[config.mk]
export PLATFORM = sky130hd
export DESIGN_NAME = pe_layer_sequencer_flat
export DESIGN_NICKNAME = d
export VERILOG_FILES = /design/src/rtl/pe_layer_sequencer_if.sv /design/src/rtl/pe_layer_sequencer.sv /design/src/flat_wrapper.sv
export SDC_FILE = /design/constraint.sdc
export NUM_CORES = 1
export LEC_CHECK = 0
export ABC_AREA = 1
export CAP_MARGIN = 20
export CORE_UTILIZATION = 55
export DETAILED_ROUTE_END_ITERATION = 10
export PLACE_DENSITY = 0.86
export SLEW_MARGIN = 20
export SYNTH_ARGS = -nofsm -noshare
export SYNTH_HDL_FRONTEND = slang
export SYNTH_SLANG_ARGS = --single-unit
export TNS_END_PERCENT = 50
[constraint.sdc]
create_clock -name clk -period 5.2 [get_ports clk]
set_input_delay 1.04 -clock clk [delete_from_list [all_inputs] [get_ports clk]]
set_output_delay 1.04 -clock clk [all_outputs]
set_load 0.01 [all_outputs]
[src/rtl/pe_layer_sequencer_if.sv]
// Descriptor handshake and PE config bus for the layer sequencer.
// master: sequencer side (accepts descriptors, drives the cfg bus).
// slave:  environment side (offers descriptors, returns cfg read data).
interface pe_layer_sequencer_if;
    logic        desc_valid;
    logic        desc_ready;
    logic [3:0]  desc_kh;
    logic [3:0]  desc_kw;
    logic [7:0]  desc_in_h;
    logic [7:0]  desc_in_w;
    logic [3:0]  desc_stride;
    logic [3:0]  desc_pad;
    logic        cfg_we;
    logic [3:0]  cfg_addr;
    logic [31:0] cfg_wdata;
    logic [31:0] cfg_rdata;

    modport master (
        input  desc_valid, desc_kh, desc_kw, desc_in_h, desc_in_w, desc_stride, desc_pad,
        input  cfg_rdata,
        output desc_ready, cfg_we, cfg_addr, cfg_wdata
    );

    modport slave (
        output desc_valid, desc_kh, desc_kw, desc_in_h, desc_in_w, desc_stride, desc_pad,
        output cfg_rdata,
        input  desc_ready, cfg_we, cfg_addr, cfg_wdata
    );
endinterface

[src/rtl/pe_layer_sequencer.sv]
// Layer sequencer: takes one convolution descriptor, derives output size with a serial
// subtractive divider, programs the PE config registers, starts it and polls for done.
// Optional macro SEQ_TIMEOUT_EN adds a POLL timeout counter (err_code 2'b10).
module pe_layer_sequencer #(
    parameter int unsigned TIMEOUT_CYCLES = 100000
) (
    input  logic                 clk,
    input  logic                 rst_n,
    pe_layer_sequencer_if.master bus,
    input  logic                 abort,
    output logic                 busy,
    output logic                 layer_done,
    output logic                 err,
    output logic [1:0]           err_code,
    output logic [7:0]           out_h,
    output logic [7:0]           out_w
);

    typedef enum logic [3:0] {
        StIdle, StCalc, StWrKern, StWrIn, StWrSp, StWrOut, StStart, StPoll, StDone, StErr
    } state_e;

    // in + 2*pad - k, wide enough that the geometry checks never overflow
    function automatic logic [9:0] span(input logic [7:0] dim, input logic [3:0] pad,
                                        input logic [3:0] k);
        return {2'b00, dim} + {5'b0, pad, 1'b0} - {6'b0, k};
    endfunction

    state_e      state_q, state_d;
    logic [3:0]  kh_q, kh_d, kw_q, kw_d, stride_q, stride_d, pad_q, pad_d;
    logic [7:0]  in_h_q, in_h_d, in_w_q, in_w_d;
    logic [8:0]  n_h_q, n_h_d, n_w_q, n_w_d;
    logic [7:0]  q_h_q, q_h_d, q_w_q, q_w_d;
    logic [7:0]  out_h_q, out_h_d, out_w_q, out_w_d;
    logic [1:0]  err_code_q, err_code_d;
    logic        poll_seen_q;
    logic        desc_ready;
    logic        timeout;
    logic [9:0]  ext_h, ext_w, num_h, num_w;
    logic [11:0] out_lim;
    logic        geom_bad, h_go, w_go;
    logic        unused_rdata;

`ifdef SEQ_TIMEOUT_EN
    localparam logic [16:0] TimeoutLast = 17'(TIMEOUT_CYCLES - 1);
    logic [16:0] to_cnt_q, to_cnt_d;

    // Counter restarts on every POLL entry and runs while polling
    always_comb begin
        to_cnt_d = (state_q == StPoll) ? to_cnt_q + 17'd1 : 17'd0;
    end

    assign timeout = (state_q == StPoll) && (to_cnt_q == TimeoutLast);

    // Timeout counter register
    always_ff @(posedge clk or negedge rst_n) begin
        if (!rst_n) to_cnt_q <= 17'd0;
        else        to_cnt_q <= to_cnt_d;
    end
`else
    logic unused_timeout_param;
    assign timeout              = 1'b0;
    assign unused_timeout_param = ^TIMEOUT_CYCLES;
`endif

    assign unused_rdata = ^bus.cfg_rdata[31:1];
    assign desc_ready   = (state_q == StIdle) && !abort;

    // Geometry of the latched descriptor; constant for the whole CALC phase
    always_comb begin
        ext_h    = {2'b00, in_h_q} + {5'b0, pad_q, 1'b0};
        ext_w    = {2'b00, in_w_q} + {5'b0, pad_q, 1'b0};
        num_h    = span(in_h_q, pad_q, kh_q);
        num_w    = span(in_w_q, pad_q, kw_q);
        // output > 255 exactly when num >= 255 * stride
        out_lim  = {8'b0, stride_q} * 12'd255;
        geom_bad = (stride_q == 4'd0) || (kh_q == 4'd0) || (kw_q == 4'd0) ||
                   (ext_h < {6'b0, kh_q}) || (ext_w < {6'b0, kw_q}) ||
                   ({2'b00, num_h} >= out_lim) || ({2'b00, num_w} >= out_lim);
        h_go     = n_h_q >= {5'b0, stride_q};
        w_go     = n_w_q >= {5'b0, stride_q};
    end

    // Next-state, descriptor latch and divider step
    always_comb begin
        state_d    = state_q;
        kh_d       = kh_q;
        kw_d       = kw_q;
        stride_d   = stride_q;
        pad_d      = pad_q;
        in_h_d     = in_h_q;
        in_w_d     = in_w_q;
        n_h_d      = n_h_q;
        n_w_d      = n_w_q;
        q_h_d      = q_h_q;
        q_w_d      = q_w_q;
        out_h_d    = out_h_q;
        out_w_d    = out_w_q;
        err_code_d = err_code_q;
        if (state_q != StIdle && abort) begin
            state_d = StIdle;
        end else begin
            unique case (state_q)
                StIdle: begin
                    if (bus.desc_valid && desc_ready) begin
                        kh_d       = bus.desc_kh;
                        kw_d       = bus.desc_kw;
                        stride_d   = bus.desc_stride;
                        pad_d      = bus.desc_pad;
                        in_h_d     = bus.desc_in_h;
                        in_w_d     = bus.desc_in_w;
                        n_h_d      = 9'(span(bus.desc_in_h, bus.desc_pad, bus.desc_kh));
                        n_w_d      = 9'(span(bus.desc_in_w, bus.desc_pad, bus.desc_kw));
                        q_h_d      = 8'd0;
                        q_w_d      = 8'd0;
                        err_code_d = 2'b00;
                        state_d    = StCalc;
                    end
                end
                StCalc: begin
                    if (geom_bad) begin
                        err_code_d = 2'b01;
                        state_d    = StErr;
                    end else if (h_go || w_go) begin
                        if (h_go) begin
                            n_h_d = n_h_q - {5'b0, stride_q};
                            q_h_d = q_h_q + 8'd1;
                        end
                        if (w_go) begin
                            n_w_d = n_w_q - {5'b0, stride_q};
                            q_w_d = q_w_q + 8'd1;
                        end
                    end else begin
                        out_h_d = q_h_q + 8'd1;
                        out_w_d = q_w_q + 8'd1;
                        state_d = StWrKern;
                    end
                end
                StWrKern: state_d = StWrIn;
                StWrIn:   state_d = StWrSp;
                StWrSp:   state_d = StWrOut;
                StWrOut:  state_d = StStart;
                StStart:  state_d = StPoll;
                StPoll: begin
                    // first POLL cycle may still see the previous layer's done bit
                    if (poll_seen_q && bus.cfg_rdata[0]) begin
                        state_d = StDone;
                    end else if (timeout) begin
                        err_code_d = 2'b10;
                        state_d    = StErr;
                    end
                end
                StDone:  state_d = StIdle;
                StErr:   state_d = StIdle;
                default: state_d = StIdle;
            endcase
        end
    end

    // Moore outputs decoded from the registered state
    always_comb begin
        bus.cfg_we    = 1'b0;
        bus.cfg_addr  = 4'd1;
        bus.cfg_wdata = 32'd0;
        unique case (state_q)
            StWrKern: begin
                bus.cfg_we    = 1'b1;
                bus.cfg_addr  = 4'd2;
                bus.cfg_wdata = {20'b0, kh_q, 4'b0, kw_q};
            end
            StWrIn: begin
                bus.cfg_we    = 1'b1;
                bus.cfg_addr  = 4'd3;
                bus.cfg_wdata = {16'b0, in_h_q, in_w_q};
            end
            StWrSp: begin
                bus.cfg_we    = 1'b1;
                bus.cfg_addr  = 4'd4;
                bus.cfg_wdata = {24'b0, pad_q, stride_q};
            end
            StWrOut: begin
                bus.cfg_we    = 1'b1;
                bus.cfg_addr  = 4'd5;
                bus.cfg_wdata = {16'b0, out_h_q, out_w_q};
            end
            StStart: begin
                bus.cfg_we    = 1'b1;
                bus.cfg_addr  = 4'd0;
                bus.cfg_wdata = 32'h1;
            end
            default: ;
        endcase
    end

    assign bus.desc_ready = desc_ready;
    assign busy           = (state_q != StIdle);
    assign layer_done     = (state_q == StDone);
    assign err            = (state_q == StErr);
    assign err_code       = err_code_q;
    assign out_h          = out_h_q;
    assign out_w          = out_w_q;

    // State and datapath registers
    always_ff @(posedge clk or negedge rst_n) begin
        if (!rst_n) begin
            state_q     <= StIdle;
            kh_q        <= 4'd0;
            kw_q        <= 4'd0;
            stride_q    <= 4'd0;
            pad_q       <= 4'd0;
            in_h_q      <= 8'd0;
            in_w_q      <= 8'd0;
            n_h_q       <= 9'd0;
            n_w_q       <= 9'd0;
            q_h_q       <= 8'd0;
            q_w_q       <= 8'd0;
            out_h_q     <= 8'd0;
            out_w_q     <= 8'd0;
            err_code_q  <= 2'b00;
            poll_seen_q <= 1'b0;
        end else begin
            state_q     <= state_d;
            kh_q        <= kh_d;
            kw_q        <= kw_d;
            stride_q    <= stride_d;
            pad_q       <= pad_d;
            in_h_q      <= in_h_d;
            in_w_q      <= in_w_d;
            n_h_q       <= n_h_d;
            n_w_q       <= n_w_d;
            q_h_q       <= q_h_d;
            q_w_q       <= q_w_d;
            out_h_q     <= out_h_d;
            out_w_q     <= out_w_d;
            err_code_q  <= err_code_d;
            poll_seen_q <= (state_q == StPoll);
        end
    end

endmodule
[src/flat_wrapper.sv]
// flat-port wrapper written by rule: the top's interface ports become plain ports
module pe_layer_sequencer_flat 
#(
    parameter int unsigned TIMEOUT_CYCLES = 100000
)
  (clk, rst_n, abort, busy, layer_done, err, err_code, out_h, out_w, bus_desc_valid, bus_desc_kh, bus_desc_kw, bus_desc_in_h, bus_desc_in_w, bus_desc_stride, bus_desc_pad, bus_cfg_rdata, bus_desc_ready, bus_cfg_we, bus_cfg_addr, bus_cfg_wdata);
  pe_layer_sequencer_if bus_i ();
  input  logic clk;
  input  logic rst_n;
  input  logic abort;
  output logic busy;
  output logic layer_done;
  output logic err;
  output logic [1:0] err_code;
  output logic [7:0] out_h;
  output logic [7:0] out_w;
  input wire logic [$bits(bus_i.desc_valid)-1:0] bus_desc_valid;
  input wire logic [$bits(bus_i.desc_kh)-1:0] bus_desc_kh;
  input wire logic [$bits(bus_i.desc_kw)-1:0] bus_desc_kw;
  input wire logic [$bits(bus_i.desc_in_h)-1:0] bus_desc_in_h;
  input wire logic [$bits(bus_i.desc_in_w)-1:0] bus_desc_in_w;
  input wire logic [$bits(bus_i.desc_stride)-1:0] bus_desc_stride;
  input wire logic [$bits(bus_i.desc_pad)-1:0] bus_desc_pad;
  input wire logic [$bits(bus_i.cfg_rdata)-1:0] bus_cfg_rdata;
  output wire logic [$bits(bus_i.desc_ready)-1:0] bus_desc_ready;
  output wire logic [$bits(bus_i.cfg_we)-1:0] bus_cfg_we;
  output wire logic [$bits(bus_i.cfg_addr)-1:0] bus_cfg_addr;
  output wire logic [$bits(bus_i.cfg_wdata)-1:0] bus_cfg_wdata;
  assign bus_i.desc_valid = bus_desc_valid;
  assign bus_i.desc_kh = bus_desc_kh;
  assign bus_i.desc_kw = bus_desc_kw;
  assign bus_i.desc_in_h = bus_desc_in_h;
  assign bus_i.desc_in_w = bus_desc_in_w;
  assign bus_i.desc_stride = bus_desc_stride;
  assign bus_i.desc_pad = bus_desc_pad;
  assign bus_i.cfg_rdata = bus_cfg_rdata;
  assign bus_desc_ready = bus_i.desc_ready;
  assign bus_cfg_we = bus_i.cfg_we;
  assign bus_cfg_addr = bus_i.cfg_addr;
  assign bus_cfg_wdata = bus_i.cfg_wdata;
  pe_layer_sequencer #(.TIMEOUT_CYCLES(TIMEOUT_CYCLES)) u_core (.clk(clk), .rst_n(rst_n), .bus(bus_i), .abort(abort), .busy(busy), .layer_done(layer_done), .err(err), .err_code(err_code), .out_h(out_h), .out_w(out_w));
endmodule
# After elaboration in Yosys (flattened, before gate mapping)
# Cells that the tools add are included.
dict set report op_classes {
  n_addsub 12
  multipliers 1
  magnitude_cmp 6
  n_eq_ne 18
  n_mux 31
  bitwise 3
  reduce_logical 25
}
# operator count
set ops {}
lappend ops {{one-hot mux 16 bit (5 select lines)} 1}
lappend ops {{2-to-1 mux 9 bit} 8}
lappend ops {{2-to-1 mux 8 bit} 7}
lappend ops {{adder 8 x 5 -> 9 bit} 4}
lappend ops {{one-hot mux 9 bit (2 select lines)} 2}
lappend ops {{subtractor 9 x 4 -> 9 bit} 4}
lappend ops {{one-hot mux 4 bit (8 select lines)} 1}
lappend ops {{one-hot mux 8 bit (2 select lines)} 2}
lappend ops {{greater-or-equal comparator 10 x 12 -> 1 bit} 2}
lappend ops {{less-than comparator 10 x 4 -> 1 bit} 2}
lappend ops {{2-to-1 mux 4 bit} 5}
lappend ops {{subtractor 10 x 4 -> 10 bit} 2}
lappend ops {{greater-or-equal comparator 9 x 4 -> 1 bit} 2}
lappend ops {{adder 8 x 1 -> 8 bit, second input constant} 2}
lappend ops {{equality test 4 x 3 -> 1 bit, second input constant} 4}
lappend ops {{zero test 4 bit} 4}
lappend ops {{one-hot mux 3 bit (5 select lines)} 1}
lappend ops {{multiplier 4 x 8 -> 12 bit, second input constant} 1}
lappend ops {{AND reduction 6 bit} 2}
lappend ops {{equality test 4 x 2 -> 1 bit, second input constant} 2}
lappend ops {{equality test 4 bit, second input constant} 2}
lappend ops {{inequality test 2 x 1 -> 1 bit, second input constant} 4}
lappend ops {{AND reduction 4 bit} 2}
lappend ops {{logical OR 1 bit} 7}
lappend ops {{15 further kinds} 23}
dict set report totals {
  register_bits 89
  inputBits 68
  output_inout_bits 59
  word_cells 111
}

# Longest topological paths before layout
dict set report logic_depth {
  word_depth 10
  depth_mapped 27
  depth_no_buf 25
}

# Worst setup path before layout
# OpenSTA, ideal clock, no wires.
dict set report synth_path {
  kind {register -> register}
  from {reg u_core.stride_q[1]}
  to {reg u_core.q_h_q[5]}
  setup_time_ns 0.117
  arrival_time_ns 4.224
  required_ns 5.083
  setup_slack_ns 0.859
  path_stages_with_launch 28
  synth_period_minus_slack_ns 4.341
  path_cell_list {dfrtp_1 -> fa_1 -> inv_1 -> fa_1 -> ha_1 -> a21oi_1 -> inv_1 -> a31oi_1 -> xor2_1 -> ha_1 -> a21oi_1 -> inv_1 -> nor2_1 -> nand2_1 -> nand2_1 -> nand2_1 -> nand2_1 -> nand2_1 -> nand2_1 -> nand3_2 -> nand2_2 -> nand3_2 -> nand2_2 -> buf_12 -> nand2_8 -> buf_12 -> nand2_2 -> nand2_1}
}
dict set report synth_via {
  elab_chain_cells 9
  word_cells_on_any_way 17
  classes_between {mul (1); order compare (4); eq/ne (3); reduce/logical (9)}
}
# element line
set synth_rtl {}
lappend synth_rtl {{start: declaration} pe_layer_sequencer.sv:30} ;# logic [3:0] kh_q, kh_d, kw_q, kw_d, stride_q, stride_d, pad_q, pad_d;
lappend synth_rtl {{start signal: assignment} pe_layer_sequencer.sv:225} ;# stride_q <= stride_d;
lappend synth_rtl {{parallel branches: the longest is 8 deep, another holds multiplier 4 x 8 -> 12 bit} --}
lappend synth_rtl {{AND reduction 6 bit (no source line) (*)} --}
lappend synth_rtl {{end signal: assignment} pe_layer_sequencer.sv:231} ;# q_h_q <= q_h_d;
lappend synth_rtl {{end: declaration} pe_layer_sequencer.sv:33} ;# logic [7:0] q_h_q, q_h_d, q_w_q, q_w_d;
# Every way passes the cells marked *.
# A chain may end at the register's enable or synchronous reset.

# Worst setup path in the final report
dict set report layout_path {
  from {reg u_core.stride_q[2]}
  to {reg u_core.n_h_q[7]}
}
dict set report layout_via {
  elab_chain_cells 9
  word_cells_on_any_way 22
  classes_between {add/sub (1); mul (1); order compare (4); eq/ne (3); mux (4); reduce/logical (9)}
}
# element line
set layout_rtl {}
lappend layout_rtl {{parallel branches: the longest is 9 deep, another holds multiplier 4 x 8 -> 12 bit} --}
lappend layout_rtl {{end signal: assignment} pe_layer_sequencer.sv:229} ;# n_h_q <= n_h_d;
lappend layout_rtl {{end: declaration} pe_layer_sequencer.sv:32} ;# logic [8:0] n_h_q, n_h_d, n_w_q, n_w_d;
# Parallel ways; which one is timed is not known. The select of a mux whose other input is x is not followed.

==> flow_metrics.py <==
metrics = {
    "setup_path": {
        "startpoint": "u_core.stride_q[2]",
        "path_max_fanout": 7,
        "cp_common_cell": "nand2_1",
        "r2r_slack_ns": 0.34,
        "endpoint_kind": "register",
        "ff2ff_path_depth": 26,
        "required_ns": 5.49,
        "slowest_delay_ns": 0.65,
        "worstReg2RegEnd": "u_core.n_h_q[7]",
        "cp_slowest_cell": "fa_1",
        "r2r-start": "u_core.stride_q[2]",
        "arrival_ns": 5.15,
        "critPathLaunchType": "register",
        "path_class": "register to register",
    },
    "clocking": {
        "clock-root-buffer": "clkbuf_16",
        "htree_levels": 3,
        "clk-insertion-delay-late_ns": 0.36,
        "clock_tree.buffer_depth": 2,
        "cts_tree": "yes",
        "numCtsBuffers": 9,
        "clock_sinks": 88,
        "path_clk_slew_ns": 0.07,
        "holdBufCountCts": 0,
    },
    "sta": {
        "tightestPinTransition_ns": 0.714,
        "period_share": 0.935,
        "slew_headroom": 0.524,
        "period_needed_ns": 4.86,
        "final_max_slew_viol_count": 0,
        "hold_viol_final": 0,
        "finalSetupViolCount": 0,
        "skew_ns": 0.0120,
        "clock.fmax_mhz": 206,
        "worst_slack_ns": 0.340,
    },
    "status": {
        "status": "completed",
    },
    "layout": {
        "syn_to_final_growth_pct": 15.3,
        "seq_area_um2": 2200,
        "drive_above_1_share": 0.0587,
        "layout_commonest_cell": "nand2_1",
        "mostFrequentLayoutCells": "266 x nand2_1, 165 x inv_1, 88 x o21ai_0, 88 x dfrtp_1, 77 x ha_1",
        "fillCellCount": 1158,
        "diodes": 0,
        "nets": 1284,
        "multi_input_area_um2": 4690,
    },
    "route": {
        "met1_length_mm": 8.58,
        "drt-total-wl_mm": 20.2,
        "vias": 6999,
        "highest_layer": "met4",
        "drtAntennaViolNets": 0,
        "routedWlPerCell_um": 15.6,
        "met3_length_mm": 1.16,
        "viasPerCell": 5.38,
        "first_pass_iters": 5,
        "routed-wl-met2_mm": 9.56,
        "drtIter0Drc": 533,
        "drcViolationCount": 0,
    },
    "logic_synthesis": {
        "synth-seq-area-share": 0.285,
        "avgSynthCellArea_um2": 7.42,
        "synthFlopType": "dfrtp_1",
        "netlist_area_um2": 7730,
        "synth_edf_count": 0,
        "yosys_warnings": 0,
        "netlist_instances": 1042,
        "yosys_register_bits": 88,
        "async_reset_ff_frac": 1.00,
        "synth.distinct_cells": 55,
    },
    "place": {
        "dp_hpwl_mm": 15.7,
        "dp_slack_ns": 0.318,
        "place.gp.congestion": 0.912,
        "portBuffers": 77,
    },
    "floorplan": {
        "dieArea_um2": 14500,
        "core_um2": 13500,
        "io_pins": 127,
        "fp-row-count": 42,
        "die_x_um": 121,
        "dieHeight_um": 121,
        "start_util": 0.575,
    },
    "global_route": {
        "grtUsageTotal": 0.294,
        "grt_pass1_vias": 6699,
        "antenna_found_initial": 0,
        "grt_overflow": 0,
        "grt_max_degree": 47,
        "grt_pass1_wl_mm": 32.6,
    },
    "hold_path": {
        "whs_path_depth": 2,
        "hp-class": "register to register",
        "holdCritStartpoint": "u_core.n_w_q[0]",
        "holdPathEnd": "u_core.n_w_q[0]",
    },
    "job": {
        "cap_violations": 0,
    },
}
## cells in the mapped netlist (2+ instances only)
cell / n / area share
nand3_2: 5 / 0.0065
a41oi_1: 2 / 0.0023
nand2_1: 266 / 0.13
buf_2: 2 / 0.0013
a21o_1: 4 / 0.0039
and2_1: 2 / 0.0016
a21oi_1: 23 / 0.015
nor4_1: 3 / 0.0024
or2_2: 3 / 0.0024
inv_2: 2 / 0.00097
o21ai_0: 88 / 0.057
o32ai_1: 2 / 0.0023
nand3_1: 63 / 0.041
xnor2_1: 16 / 0.018
inv_1: 166 / 0.081
and3_1: 3 / 0.0024
buf_12: 2 / 0.0052
nor2_1: 55 / 0.027
o211a_1: 2 / 0.0026
fa_1: 20 / 0.052
xor2_1: 22 / 0.025
nand4_1: 6 / 0.0049
xor2_2: 2 / 0.0042
nor3_1: 13 / 0.0084
o21ai_1: 3 / 0.0019
o2111ai_1: 4 / 0.0045
nor2_2: 4 / 0.0032
dfrtp_1: 88 / 0.28
o211ai_1: 8 / 0.0078
nand2_2: 16 / 0.013
o21a_1: 2 / 0.0019
clkbuf_1: 14 / 0.0068
nand3b_1: 12 / 0.012
buf_4: 20 / 0.019
ha_1: 77 / 0.12
o31ai_1: 3 / 0.0029
## flip-flops by register name (all words and copies together) (netlist names)
name                flops
u_core.pad_q            4
u_core.kw_q             4
u_core.state_q          4
u_core.q_h_q            8
u_core.n_h_q            9
u_core.kh_q             4
u_core.out_w            8
u_core.stride_q         4
u_core.err_code         1
u_core.in_w_q           8
u_core.q_w_q            8
u_core.poll_seen_q      1
u_core.in_h_q           8
u_core.n_w_q            9
u_core.out_h            8
## worst max path at each step
stage | endpoint | slack, ns | depth (start not counted)
global placement | u_core.q_h_q[3] | 0.39 | 24
CTS | u_core.q_w_q[6] | 0.29 | 24
floorplan | u_core.q_h_q[5] | 0.86 | 27
finish | u_core.n_h_q[7] | 0.34 | 26
detailed placement | u_core.q_w_q[6] | 0.32 | 24
global route | u_core.n_h_q[5] | -0.01 | 26
## routing by layer
| metal | GRT usage | vias to the layer above |
|---|---|---|
| met3 | 0.0495 | 61 |
| met5 | 0 | - |
| met2 | 0.478 | 236 |
| li1 | - | 3466 |
| met1 | 0.374 | 3236 |
| met4 | 0.159 | 0 |
## metrics by stage
stage,hold WS (ns),cells,TNS [ns],util,area [um^2]
detailed placement,0.468,1283,0,0.639,8590
finish,0.478,1300,0,0.662,8910
global route,0.494,1300,-0.0175,0.662,8910
CTS,0.483,1299,0,0.661,8900
global placement,0.455,1283,0,0.639,8590
floorplan,0.442,1059,0,-,7790
## critical path, delay by kind of cell, from the launching register on
family | cells | cell delay, ns
fa+ha+maj | 4 | 1.80
simple gates | 13 | 1.07
compound gates | 3 | 0.60
buf+inv | 5 | 0.57
flops | 1 | 0.48
xor+xnor | 1 | 0.26
## logic make-up after synthesis
logic type,Yosys count,synth area share
AND/OR/NAND/NOR,455,0.260
buffers and inverters,209,0.117
adder cells (fa/ha/maj),97,0.176
multiplexers,1,0.00129
other,1,0.000485
XOR/XNOR,40,0.0473
flip-flops,88,0.285
AO/OA/AOI/OAI,151,0.112
## cell type report
| class | instances | share of cell area |
|---|---|---|
| Clock buffer | 9 | 0.0253 |
| Sequential cell | 88 | 0.247 |
| Timing Repair Buffer | 88 | 0.0955 |
| Tap cell | 176 | 0.0247 |
| Clock inverter | 7 | 0.00898 |
| Multi-Input combinational cell | 762 | 0.526 |
| Inverter | 170 | 0.0723 |
## what timing repair did
item / CTS / global route
buffers inserted: 0 / 1
gates resized for setup: 0 / 1
endpoints found under the setup margin: 0 / 24
Power is not shown: default switching activity piles up to over one toggle a cycle in this logic, so the estimate is an artifact.
